## src/rtl/lru_pkg.sv

```systemverilog
// Shared tree-PLRU types and reference functions for the default configuration.
// Heap-ordered tree: root is bit 0, children of node n are 2n+1 and 2n+2.
package lru_pkg;

   localparam int unsigned LRU_WAYS   = 4;
   localparam int unsigned LRU_WIDTH  = LRU_WAYS - 1;
   localparam int unsigned LRU_WAY_W  = $clog2(LRU_WAYS);
   localparam int unsigned LRU_NODE_W = (LRU_WIDTH > 1) ? $clog2(LRU_WIDTH) : 1;

   typedef logic [LRU_WAY_W-1:0]  lru_way_t;
   typedef logic [LRU_WIDTH-1:0]  lru_bits_t;
   typedef logic [LRU_NODE_W-1:0] lru_node_t;

   // Walk from the root: bit=0 goes left, bit=1 goes right; path bits form the way index.
   function automatic lru_way_t plru_victim(lru_bits_t bits);
      lru_way_t  way  = '0;
      lru_node_t node = '0;
      logic      dir;
      for (int unsigned l = 0; l < LRU_WAY_W; l++) begin
         dir  = bits[node];
         way  = lru_way_t'({way, dir});
         node = lru_node_t'(32'(node) * 2 + 32'(dir) + 1);
      end
      return way;
   endfunction

   // Every node on the path to way is pointed away from it; off-path bits are kept.
   function automatic lru_bits_t plru_touch(lru_bits_t bits, lru_way_t way);
      lru_bits_t res  = bits;
      lru_way_t  w    = way;
      lru_node_t node = '0;
      logic      dir;
      for (int unsigned l = 0; l < LRU_WAY_W; l++) begin
         dir       = w[LRU_WAY_W-1];
         w         = w << 1;
         res[node] = ~dir;
         node      = lru_node_t'(32'(node) * 2 + 32'(dir) + 1);
      end
      return res;
   endfunction

endpackage

```

## src/rtl/plru_tree.sv

```systemverilog
// Combinational tree-PLRU victim select (or hit way pass-through) and updated-bit generation.
module plru_tree #(
   parameter int unsigned WAYS  = 4,
   parameter int unsigned WIDTH = WAYS - 1
) (
   input  logic [WIDTH-1:0]         i_bits,
   input  logic                     i_hit,
   input  logic [$clog2(WAYS)-1:0]  i_way,
   output logic [$clog2(WAYS)-1:0]  o_way,
   output logic [WIDTH-1:0]         o_bits
);

   localparam int unsigned WAY_W  = $clog2(WAYS);
   localparam int unsigned NODE_W = (WIDTH > 1) ? $clog2(WIDTH) : 1;

   logic [WAY_W-1:0]  w_victim;
   logic [WAY_W-1:0]  w_way;
   logic [WAY_W-1:0]  w_shift;
   logic [NODE_W-1:0] w_node;
   logic [WIDTH-1:0]  w_bits;
   logic              w_dir;

   always_comb begin
      w_victim = '0;
      w_node   = '0;
      w_dir    = 1'b0;
      for (int unsigned l = 0; l < WAY_W; l++) begin
         w_dir    = i_bits[w_node];
         w_victim = WAY_W'({w_victim, w_dir});
         w_node   = NODE_W'(32'(w_node) * 2 + 32'(w_dir) + 1);
      end

      w_way = i_hit ? i_way : w_victim;

      // Second walk follows the touched way MSB-first and flips each path node away from it.
      w_bits  = i_bits;
      w_shift = w_way;
      w_node  = '0;
      for (int unsigned l = 0; l < WAY_W; l++) begin
         w_dir          = w_shift[WAY_W-1];
         w_shift        = w_shift << 1;
         w_bits[w_node] = ~w_dir;
         w_node         = NODE_W'(32'(w_node) * 2 + 32'(w_dir) + 1);
      end
   end

   assign o_way  = w_way;
   assign o_bits = w_bits;

endmodule

```

## src/rtl/plru_update_ctrl.sv

```systemverilog
// Two-stage PLRU update initiator: reads set bits on port 0, returns the touched way and
// writes the updated bits back on port 1 when the response is consumed.
module plru_update_ctrl
   import lru_pkg::*;
#(
   parameter int unsigned S_INDEX = 4,
   parameter int unsigned WAYS    = LRU_WAYS,
   parameter int unsigned WIDTH   = WAYS - 1
) (
   input  logic                     clk,
   input  logic                     rst,
   input  logic                     req_valid,
   output logic                     req_ready,
   input  logic [S_INDEX-1:0]       req_set,
   input  logic                     req_hit,
   input  logic [$clog2(WAYS)-1:0]  req_way,
   output logic                     resp_valid,
   input  logic                     resp_ready,
   output logic [$clog2(WAYS)-1:0]  resp_way,
   output logic                     lru_csb0,
   output logic                     lru_web0,
   output logic [S_INDEX-1:0]       lru_addr0,
   input  logic [WIDTH-1:0]         lru_dout0,
   output logic                     lru_csb1,
   output logic                     lru_web1,
   output logic [S_INDEX-1:0]       lru_addr1,
   output logic [WIDTH-1:0]         lru_din1
);

   logic                     r_s1_valid;
   logic [S_INDEX-1:0]       r_s1_set;
   logic                     r_s1_hit;
   logic [$clog2(WAYS)-1:0]  r_s1_way;

   logic                     w_fire;
   logic                     w_accept;
   logic [$clog2(WAYS)-1:0]  w_touch_way;
   logic [WIDTH-1:0]         w_new_bits;

   // Reset suppresses both array commands so a dropped S1 never writes back.
   assign w_fire    = r_s1_valid && resp_ready && !rst;
   assign req_ready = !r_s1_valid || resp_ready;
   assign w_accept  = req_valid && req_ready && !rst;

   always_ff @(posedge clk) begin
      if (rst) begin
         r_s1_valid <= 1'b0;
      end else if (req_ready) begin
         r_s1_valid <= req_valid;
      end
      if (w_accept) begin
         r_s1_set <= req_set;
         r_s1_hit <= req_hit;
         r_s1_way <= req_way;
      end
   end

   plru_tree #(
      .WAYS  (WAYS),
      .WIDTH (WIDTH)
   ) u_tree (
      .i_bits (lru_dout0),
      .i_hit  (r_s1_hit),
      .i_way  (r_s1_way),
      .o_way  (w_touch_way),
      .o_bits (w_new_bits)
   );

   assign resp_valid = r_s1_valid;
   assign resp_way   = w_touch_way;

   assign lru_csb0  = !w_accept;
   assign lru_web0  = 1'b1;
   assign lru_addr0 = req_set;

   assign lru_csb1  = !w_fire;
   assign lru_web1  = !w_fire;
   assign lru_addr1 = r_s1_set;
   assign lru_din1  = w_new_bits;

endmodule

```

## config.mk

```make
export PLATFORM = sky130hd
export DESIGN_NAME = plru_update_ctrl
export DESIGN_NICKNAME = d
export VERILOG_FILES = /design/src/rtl/lru_pkg.sv /design/src/rtl/plru_tree.sv /design/src/rtl/plru_update_ctrl.sv
export SDC_FILE = /design/constraint.sdc
export NUM_CORES = 1
export LEC_CHECK = 0
export CORE_AREA = 10 10 47 49
export CTS_BUF_LIST = sky130_fd_sc_hd__clkbuf_8
export CTS_CLUSTER_SIZE = 16
export DETAILED_ROUTE_END_ITERATION = 10
export DIE_AREA = 0 0 57 59
export PLACE_DENSITY = 0.77
export SLEW_MARGIN = 25
export SYNTH_ARGS = -nofsm -noshare
export SYNTH_HDL_FRONTEND = slang
export SYNTH_SLANG_ARGS = --single-unit
export TNS_END_PERCENT = 20
```

## constraint.sdc

```tcl
create_clock -name clk -period 1.2 [get_ports clk]
set_input_delay 0.3 -clock clk [delete_from_list [all_inputs] [get_ports clk]]
set_output_delay 0.3 -clock clk [all_outputs]
set_load 0.005 [all_outputs]
```

### Yosys cells after proc, flatten, opt, wreduce, memory -nomap -nowiden

Cells that the tools add are included.

* logic and storage cells: 27
* bits in read-only memories: 0
* output and inout bits: 19
* bits in writable memories: 0
* bits in latches: 0
* input bits: 14
* register bits: 8
* memories: 0

* shift operators: 0
* reduce and logical (&&, ||, !) cells: 10
* multiply operators: 0
* bitwise operators: 2
* add/subtract/negate cells: 2
* order comparisons: 3
* divide/modulo/power cells: 0
* equality and inequality tests: 0
* mux-type cells: 6

Operators with widths (number)
* 2-bit by 3-bit < comparator with 1-bit output (second input constant): 2
* 1-bit logical AND: 5
* 1-bit by 1-bit adder with 2-bit output (second input constant): 2
* 1-bit logical NOT: 4
* 3-bit bitwise mux: 1
* 1-bit binary-select mux with 2-bit select: 1
* 1-bit demux with 2-bit select: 1
* 2-bit by 1-bit >= comparator with 1-bit output (second input constant): 1
* 1-bit two-way mux: 2
* 2-bit two-way mux: 1
* 1-bit inverter: 2
* 1-bit logical OR: 1

### Logic depth before layout (Yosys ltp)

Gate-level depths: netlist of the first run.

* depth after elaboration: 10
* mapped depth: 4
* depth with buffers taken out: 4

### Cells and area by module

Synthesis of the first run repeated with hierarchy kept, for this count alone.

* cells, all modules: 35
* area, all modules: 417.9 um^2

By module, submodules not included
* plru_update_ctrl: seq. area each 230.2 um^2, instances 1, area each 329.1 um^2, cells an instance 21
* plru_tree: seq. area each 0.0 um^2, instances 1, area each 88.8 um^2, cells an instance 14

### Worst setup path before layout of the first run

Ideal clock, no wire load.

* path type: register to register
* from: register r_s1_valid, in the netlist resp_valid
* to: register r_s1_set[0], in the netlist lru_addr1[0] (enable)
* clock period less this slack: 1.119 ns
* arrival time: 0.800 ns
* cell stages (with the launch flop): 5
* required time: 0.881 ns
* library setup time: 0.319 ns
* slack: 0.081 ns
* path buffers: 0
* path through: dfxtp_1 -> nor2b_2 -> inv_2 -> nand3b_1 -> inv_1

* longest elaborated chain between the ends: 4

RTL lines
* from (decl): line plru_update_ctrl.sv:30 `logic r_s1_valid;`
* from (signal assigned): line plru_update_ctrl.sv:49 `r_s1_valid <= req_valid;`
* 1-bit logical NOT: line plru_update_ctrl.sv:42 `assign req_ready = !r_s1_valid || resp_ready;`
* 1-bit logical OR: line plru_update_ctrl.sv:42
* named net req_ready: line plru_update_ctrl.sv:13 `output logic req_ready,`
* 1-bit logical AND (2 in series): line plru_update_ctrl.sv:43 `assign w_accept = req_valid && req_ready && !rst;`
* named net w_accept: line plru_update_ctrl.sv:36 `logic w_accept;`
* to (signal assigned): line plru_update_ctrl.sv:52 `r_s1_set <= req_set;`
* to (decl): line plru_update_ctrl.sv:31 `logic [S_INDEX-1:0] r_s1_set;`

The timed path passes the listed nets, and every way through them passes these cells.
A chain may end at the register's enable or synchronous reset.

### Worst setup path in the final report of the first run

* from: register r_s1_way[1]
* to: output port lru_din1[2]

* longest elaborated chain between the ends: 7
* elaborated cells between the ends (all ways): 8
* classes of those cells: add/sub (1); order compare (2); mux (4); reduce/logical (1)

RTL lines
* from (decl): line plru_update_ctrl.sv:33 `logic [$clog2(WAYS)-1:0] r_s1_way;`
* from (signal assigned): line plru_update_ctrl.sv:54 `r_s1_way <= req_way;`
* 2-bit two-way mux (*): line plru_tree.sv:33 `w_way = i_hit ? i_way : w_victim;`
* 1-bit by 1-bit adder with 2-bit output (*): line plru_tree.sv:43 `w_node = NODE_W'(32'(w_node) * 2 + 32'(w_dir) + 1);`
* 2-bit by 3-bit < comparator with 1-bit output (not written as such) or 2-bit by 1-bit >= comparator with 1-bit output (tied branches): line plru_tree.sv:42 `w_bits[w_node] = ~w_dir;`
* 1-bit logical AND (not written as such): line plru_tree.sv:42
* 1-bit two-way mux (not written as such): line plru_tree.sv:42
* 1-bit demux with 2-bit select (*)
* 3-bit bitwise mux (*): line plru_tree.sv:42
* to (decl): line plru_update_ctrl.sv:27 `output logic [WIDTH-1:0] lru_din1`

Mark *: on every way between the ends. The rest lies on a longest branch, timed or not.

==> results of run 1 <==
[cells by family after synthesis]
kind of cell / count (synthesis) / synth area share (%)
muxes: 3 / 7.10
other: 1 / 0.887
AOI/OAI and AO/OA: 4 / 5.62
DFF: 8 / 54.4
xor gates and xnor gates: 2 / 4.14
buffers and inverters: 11 / 16.9
and+or+nand+nor: 9 / 10.9
[critical path, stage by stage, from the launching register on]
cell and delay (ps):
sky130_fd_sc_hd__edfxtp_1 430, sky130_fd_sc_hd__buf_4 160, sky130_fd_sc_hd__mux2i_1 170, sky130_fd_sc_hd__a21oi_2 70
sky130_fd_sc_hd__buf_2 130
[how the worst min path moves through the flow]
| stage | startpoint | end | slack [ps] | cells after the start |
|---|---|---|---|---|
| global placement | resp_valid | resp_valid | 620 | 3 |
| global route | req_set[3] | lru_addr1[3] | 280 | 1 |
| floorplan | rst | resp_valid | 370 | 1 |
| finish | req_set[3] | lru_addr1[3] | 280 | 1 |
| detailed placement | resp_valid | resp_valid | 630 | 3 |
| CTS | rst | resp_valid | 400 | 2 |
[cells in the final DEF (no fill, tap or decap)]
cell,n
sky130_fd_sc_hd__clkdlybuf4s15_1,5
sky130_fd_sc_hd__a21oi_2,3
sky130_fd_sc_hd__inv_1,3
sky130_fd_sc_hd__dlygate4sd2_1,7
sky130_fd_sc_hd__mux2i_1,2
sky130_fd_sc_hd__inv_2,2
sky130_fd_sc_hd__nor2_4,1
sky130_fd_sc_hd__dfxtp_2,1
sky130_fd_sc_hd__nand2_1,1
sky130_fd_sc_hd__xnor2_1,1
sky130_fd_sc_hd__nor2_1,2
sky130_fd_sc_hd__buf_2,11
sky130_fd_sc_hd__nor2_2,2
sky130_fd_sc_hd__conb_1,1
sky130_fd_sc_hd__o21ai_2,1
sky130_fd_sc_hd__nor2b_4,1
sky130_fd_sc_hd__edfxtp_1,7
sky130_fd_sc_hd__buf_4,4
sky130_fd_sc_hd__buf_6,4
sky130_fd_sc_hd__clkbuf_8,3
sky130_fd_sc_hd__xor2_1,1
sky130_fd_sc_hd__nand3b_1,2
sky130_fd_sc_hd__dlymetal6s2s_1,3
sky130_fd_sc_hd__clkbuf_2,1
sky130_fd_sc_hd__mux2i_2,1
sky130_fd_sc_hd__clkdlybuf4s50_1,3
[layout make-up]
cell class | instances | area [um2]
inverters | 4 | 15.0
flip-flops and latches | 8 | 231
clock inverters | 1 | 3.75
clock buffers | 3 | 41.3
multi-input cells | 19 | 154
fillers | 131 | 622
repair buffers | 38 | 314
well taps | 16 | 20.0
[what timing repair did]
action                     in CTS  in global routing
setup endpoints to repair      25                 22
cloned                          0                  0
buffers inserted                2                  3
resized for setup              69                 15
pin swaps                       4                  1
[state kept, by name (all words and copies together), names as in the netlist]
name	flops
r_s1_way	2
resp_valid	1
lru_addr1	4
r_s1_hit	1
[routing by layer]
layer	track usage [%]	up-vias	wire [um]
met1	7.08	176	484
li1	-	186	-
met3	7.73	0	270
met2	13.5	32	627
met4	1.01	0	0
met5	0	-	0
[stage by stage]
| stage | worst slack [ps] | setup TNS, ps | hold slack [ps] | instances |
|---|---|---|---|---|
| 2_1_floorplan | 80.7 | 0 | 372 | 38 |
| 3_3_place_gp | -803 | -9660 | 616 | 80 |
| 3_5_place_dp | -810 | -10180 | 627 | 80 |
| 4_1_cts | -281 | -1200 | 396 | 86 |
| 5_1_grt | -329 | -1780 | 276 | 89 |
| 6_report | -275 | -1370 | 280 | 89 |
[power by group through the flow]
stage	Sequential, mW	Clock [mW]	Combinational, mW
after global routing	0.329	0.354	0.174
after CTS	0.327	0.329	0.143
final	0.327	0.326	0.157
after floorplan	0.329	0	0.0566
after global placement	0.330	0	0.163
after detailed placement	0.331	0	0.166
==> results.txt, run 1 <==
* Number of warnings issued by yosys: 0
* Worst-case vdd ir drop: approximately 1.1 mV
- Final setup violation count: 7
* Run status: finished, violations left
* Cell count after synthesis: 38
- In the routed layout, each cell is associated on average with a via count of 4.43.
- Failing checks: negative setup slack
- The first global-routing pass estimated 2170 um of wire.
* Wirelength per Cell: around 16 um
- Setup slack on the critical path of the routed design comes to -275 ps.
- CP Class: flop to output port
- Proportion of synthesized flip-flops having asynchronous set or reset: 0%
* Die outline width: 57 um
* Post-route minimum period: between 1000 and 1500 ps
* Initial antenna violation count: 0
* Core region area: 1400 um2
* CTS HTree Levels: 1
- Areal power density over the cells: between 1000 and 1500 nW/um2
* Final Net Count: a little under 90
* Initial DRC count: 3
- The finished cells cover 779 um2.
* Share of the synthesized area in the top cell type: 49.7%
* Fin. max-slew vios: 0
* Pin count of the biggest net entering global routing: 8
* Max clock buf depth: 2
- Pin placement for this block handled 33 I/O pins.
- In this run, the clock network consumes 40.2% of the power.
- Worst-path clk slew: around 50 ps
- In this run switching power makes up 22.0% of total power.
- Fraction of the core area covered by cells at the end of the flow: 55.6%
- RePlAce Congestion: 0.786
* Cell at the root of the clock tree: sky130_fd_sc_hd__clkbuf_8
* Launching element of the worst setup path: r_s1_way[1]
- Cell internal power was estimated by the tool at approximately 0.63 mW.
- The synthesized design contains 7 enable-type register cells.
- The critical path ends at lru_din1[2].
- Maximum achievable frequency: 678 MHz
- Distinct cells, synth: 17
* Cell with the most instances after synthesis: sky130_fd_sc_hd__edfxtp_1
- Number of placement rows: 14
- The worst setup path is launched from a flop.
* Length in cells of the worst reg-to-reg path: 4
- Total number of vias: 394
- Worst EP arrival: 1180 ps
* CTS tree: built
- Summing every instance area after synthesis gives about 420 um2.
- From synthesis to final layout, the design area changed by 84.3%.
- Data on the critical path is required at its endpoint by 900 ps.
- The largest total area in the synthesized netlist belongs to sky130_fd_sc_hd__edfxtp_1.
- The post-route netlist has 47.9% of its cells at a drive strength greater than 1.
- In this run the cell area measured after placement is around 700 um2.
- Crit share post-route: 123%
* Sequential share of power: 40.4%
- Cells taking the most area after synthesis: sky130_fd_sc_hd__edfxtp_1, sky130_fd_sc_hd__buf_4, sky130_fd_sc_hd__mux2i_1, sky130_fd_sc_hd__dfxtp_1, sky130_fd_sc_hd__nor2_1
- On the final layout, the worst clock skew is 6.75 ps.
* Vertical extent of the die: 59 um
- Number of global-route vias before repair: 470
- Worst skew pair latency: 230 ps
* Gr usage total: approximately 8%
- Wirelength, routed: 1380 um
- Psw: 0.179 mW
- The number of hold-slack violations in the final timing report came to 0.
* Setup slack of the most critical reg-to-reg path: about 120 ps
- Crit path capture type: output port
- The startpoint identified for the worst register-to-register timing path is resp_valid.
- Post-route total power: 0.810 mW
* GRT overflow: 0
* Reg2reg end: r_s1_way[0]
- Number of buffer cells added on primary ports: 31
* Post-synthesis area per instance: 11.1 um2
* Diodes inserted: 0
* Count of TritonRoute iterations in the first routing pass: 2
- Across the run, the number of max-cap violations was 0.
- The min-delay analysis places its worst path in the category input port to flop.
* Effective utilization at floorplan: approximately 30%
- Number of synthesized register bits: 8
- Count of hold-fix buffers inserted at cts: 0
* Antenna viol nets, final: 0
* Die Area: 3360 um2
* Portion of the post-synthesis area used by sequential elements: 54.4%
* Leading cell types by count after synthesis: sky130_fd_sc_hd__edfxtp_1, sky130_fd_sc_hd__buf_4, sky130_fd_sc_hd__nor2_1, sky130_fd_sc_hd__inv_1, sky130_fd_sc_hd__mux2i_1
- In the synthesized netlist the dominant register cell turns out to be sky130_fd_sc_hd__edfxtp_1.
- In this run the static leakage power is about 0.37 nW.
* RSZ-0062 raised after global routing: true
- Synthesized netlist net count: 52
- Clock tree synthesis inserted a total of 3 buffers.
* Remaining DRCs: 0
- The clock drives 8 sinks.
- Max FO, Critical Path: 3
- Combinational power share: 19.4%
Power figures use the tool's default switching activity.
==> run 2, diff against run 1 <==
- CORE_AREA: 10 10 47 49 -> default
- CORE_MARGIN: default -> 2
- CORE_UTILIZATION: default -> 31
- CTS_BUF_LIST: sky130_fd_sc_hd__clkbuf_8 -> sky130_fd_sc_hd__clkbuf_16
- DIE_AREA: 0 0 57 59 -> default
- PLACE_DENSITY: 0.77 -> 0.76
==> results.txt, run 2 (same netlist as run 1, synthesis figures left out) <==
- Worst Slack Setup Final: -241 ps (+34.4 ps)
- Gr usage total: 14.7% (+6.7 points)
* Post-Layout Inst Area: 833 um2 (+6.9%)
- Number of global-route vias before repair: 402 (-14%)
- The worst hold margin was 282 ps (+1.66 ps).
* Clock buffers created by TritonCTS: 3 (unchanged)
- Vertical extent of the die: 40.9 um (-31%)
- IO Count: 33 (unchanged)
- Most frequent cells in the layout: sky130_fd_sc_hd__buf_2, sky130_fd_sc_hd__dlygate4sd2_1, sky130_fd_sc_hd__edfxtp_1
- Startpoint kind of the worst setup timing path: flop
* Remaining DRCs: 0 (unchanged)
- The number of hold-slack violations in the final timing report is 0 (unchanged).
- # clock sinks: 8 (unchanged)
- The root buffer cell chosen for the clock tree is sky130_fd_sc_hd__clkbuf_16.
- The quantity of I/O buffers inserted on ports came to 31 (unchanged).
- CTS tree: built
- The effective utilization at floorplan was 32.9% (+2.7 points).
- The total of endpoints with negative setup slack in the final report is 7 (unchanged).
- The final estimated routing congestion in global placement came to 0.579 (-26%).
- The share of the clock period used by the worst path after layout came to 120% (-2.9 points).
- The total of hold buffers inserted after clock tree synthesis was 0 (unchanged).
- The ratio of cells with drive above 1 in the final layout came to 49.3% (+1.4 points).
- The layout net count is 90 (+2.3%).
* Post-route minimum period: 1440 ps (-34.4 ps)
* Failing checks: negative setup slack
- Wire length of the first global-routing pass: 1610 um (-26%)
* Initial DRC count: 3 (unchanged)
- Fraction of the core area covered by cells at the end of the flow: 64.8% (+9.2 points)
* Crit path capture type: output port
* RSZ-0062 raised after global routing: true
- The total number of placement rows came to 13 (-1).
- Flip-flop count of the largest register, all copies and words added: 4 (unchanged)
- Initial antenna violation count: 0 (unchanged)
- Count of TritonRoute iterations in the first routing pass: 2 (unchanged)
- The total of max-cap violations was 0 (unchanged).
* Antenna viol nets, final: 0 (unchanged)
* Endpoint required time on the critical path: 900 ps (about the same)
- Placed standard-cell area: 718 um2 (+0.88%)
- The worst setup path is of the flop to output port kind.
* Max FO, Critical Path: 3 (unchanged)
- Total number of vias: 402 (+2.0%)
* Worst skew pair latency: 230 ps (about the same)
- The horizontal die dimension came to 40.9 um (-28%).
- Max clock buf depth: 2 (unchanged)
- Diodes inserted: 0 (unchanged)
- The via density per instance is 4.47 (+0.90%).
- The run finished, with violations left.
- The maximum number of pins on one net before global-route repair came to 8 (unchanged).
* GRT overflow: 0 (unchanged)
* Most common cell after layout, fill and taps aside: sky130_fd_sc_hd__buf_2
- In this run the worst hold path is classified as input port to flop.
- Once detailed placement completed, the half-perimeter wirelength came to 706 um.
* Wirelength, routed: 1040 um (-25%)
- The data arrival time of the critical path was 1140 ps (-40 ps).
- Post-placement setup slack: -811 ps (-1.32 ps)
* Die Area: 1680 um2 (-50%)
* CTS HTree Levels: 1 (unchanged)
- Worst clock skew: 2.97 ps (-3.78 ps)
- The total power density per cell area was 1250 nW/um2 (+21%).
- Worst-case vdd ir drop: 0.754 mV (-30%)
* Maximum achievable frequency: 694 MHz (+2.4%)
* Area Growth Syn to Fin: 97.0%
- Wirelength per Cell: 11.6 um (-26%)
- The leakage component of the power was 0.387 nW (+4.3%).
- Core region area: 1280 um2 (-8.3%)
- The clock transition time at the flip-flop clock pins of the worst setup and hold paths is 40 ps (about the same).
* Fin. max-slew vios: 0 (unchanged)
[run 2: report_power, final]
group,switching [mW],leakage (nW),internal [mW]
logic,0.0659,0.271,0.0978
registers,0.00595,0.0739,0.319
clock network,0.123,0.0423,0.433
[run 2: what timing repair did]
action	CTS	global route
endpoints found under the setup margin	25	19
pin swaps	5	0
gates resized for setup	74	8
hold endpoints to repair	0	0
setup buffers	6	0
cloned	0	0
[run 2: path summary, 6_finish.rpt]
check                      end  cells after the start  startpoint  slack (ps)
setup / recovery   resp_way[1]                      4    r_s1_hit        -240
hold / removal    lru_addr1[2]                      1  req_set[2]         280
setup reg to reg   r_s1_way[0]                      5  resp_valid          30
hold reg to reg     resp_valid                      3  resp_valid         590
[run 2: stage by stage]
| stage | std cells | total power [mW] | setup TNS [ps] |
|---|---|---|---|
| after floorplan | 38 | 0.386 | 0 |
| final | 90 | 1.05 | -1140 |
| after global routing | 90 | 1.09 | -1860 |
| after CTS | 90 | 1.05 | -1090 |
| after global placement | 80 | 0.493 | -10360 |
| after detailed placement | 80 | 0.496 | -10770 |
[run 2: area by class of cell]
| cell class | count | area (um2) |
|---|---|---|
| Fill cell | 106 | 452 |
| Multi-Input combinational cell | 19 | 156 |
| Inverter | 4 | 18.8 |
| Clock buffer | 3 | 75.1 |
| Timing Repair Buffer | 40 | 329 |
| Clock inverter | 1 | 3.75 |
| Sequential cell | 8 | 231 |
| Tap cell | 15 | 18.8 |
[run 2: worst max-delay path, stage by stage, from the launching register on]
cell and delay [ps]:
sky130_fd_sc_hd__edfxtp_1 420, sky130_fd_sc_hd__buf_6 150, sky130_fd_sc_hd__mux2i_2 170, sky130_fd_sc_hd__inv_1 60
sky130_fd_sc_hd__buf_2 120
[run 2: per-layer routing]
layer | track usage [%] | vias to the layer above | wire length [um] | part of all wire (%)
met4 | 5.00 | 0 | 0 | 0
met2 | 27.0 | 28 | 541 | 52
met1 | 13.7 | 183 | 325 | 31
met5 | 0 | - | 0 | 0
met3 | 7.61 | 0 | 174 | 17
li1 | - | 191 | - | -
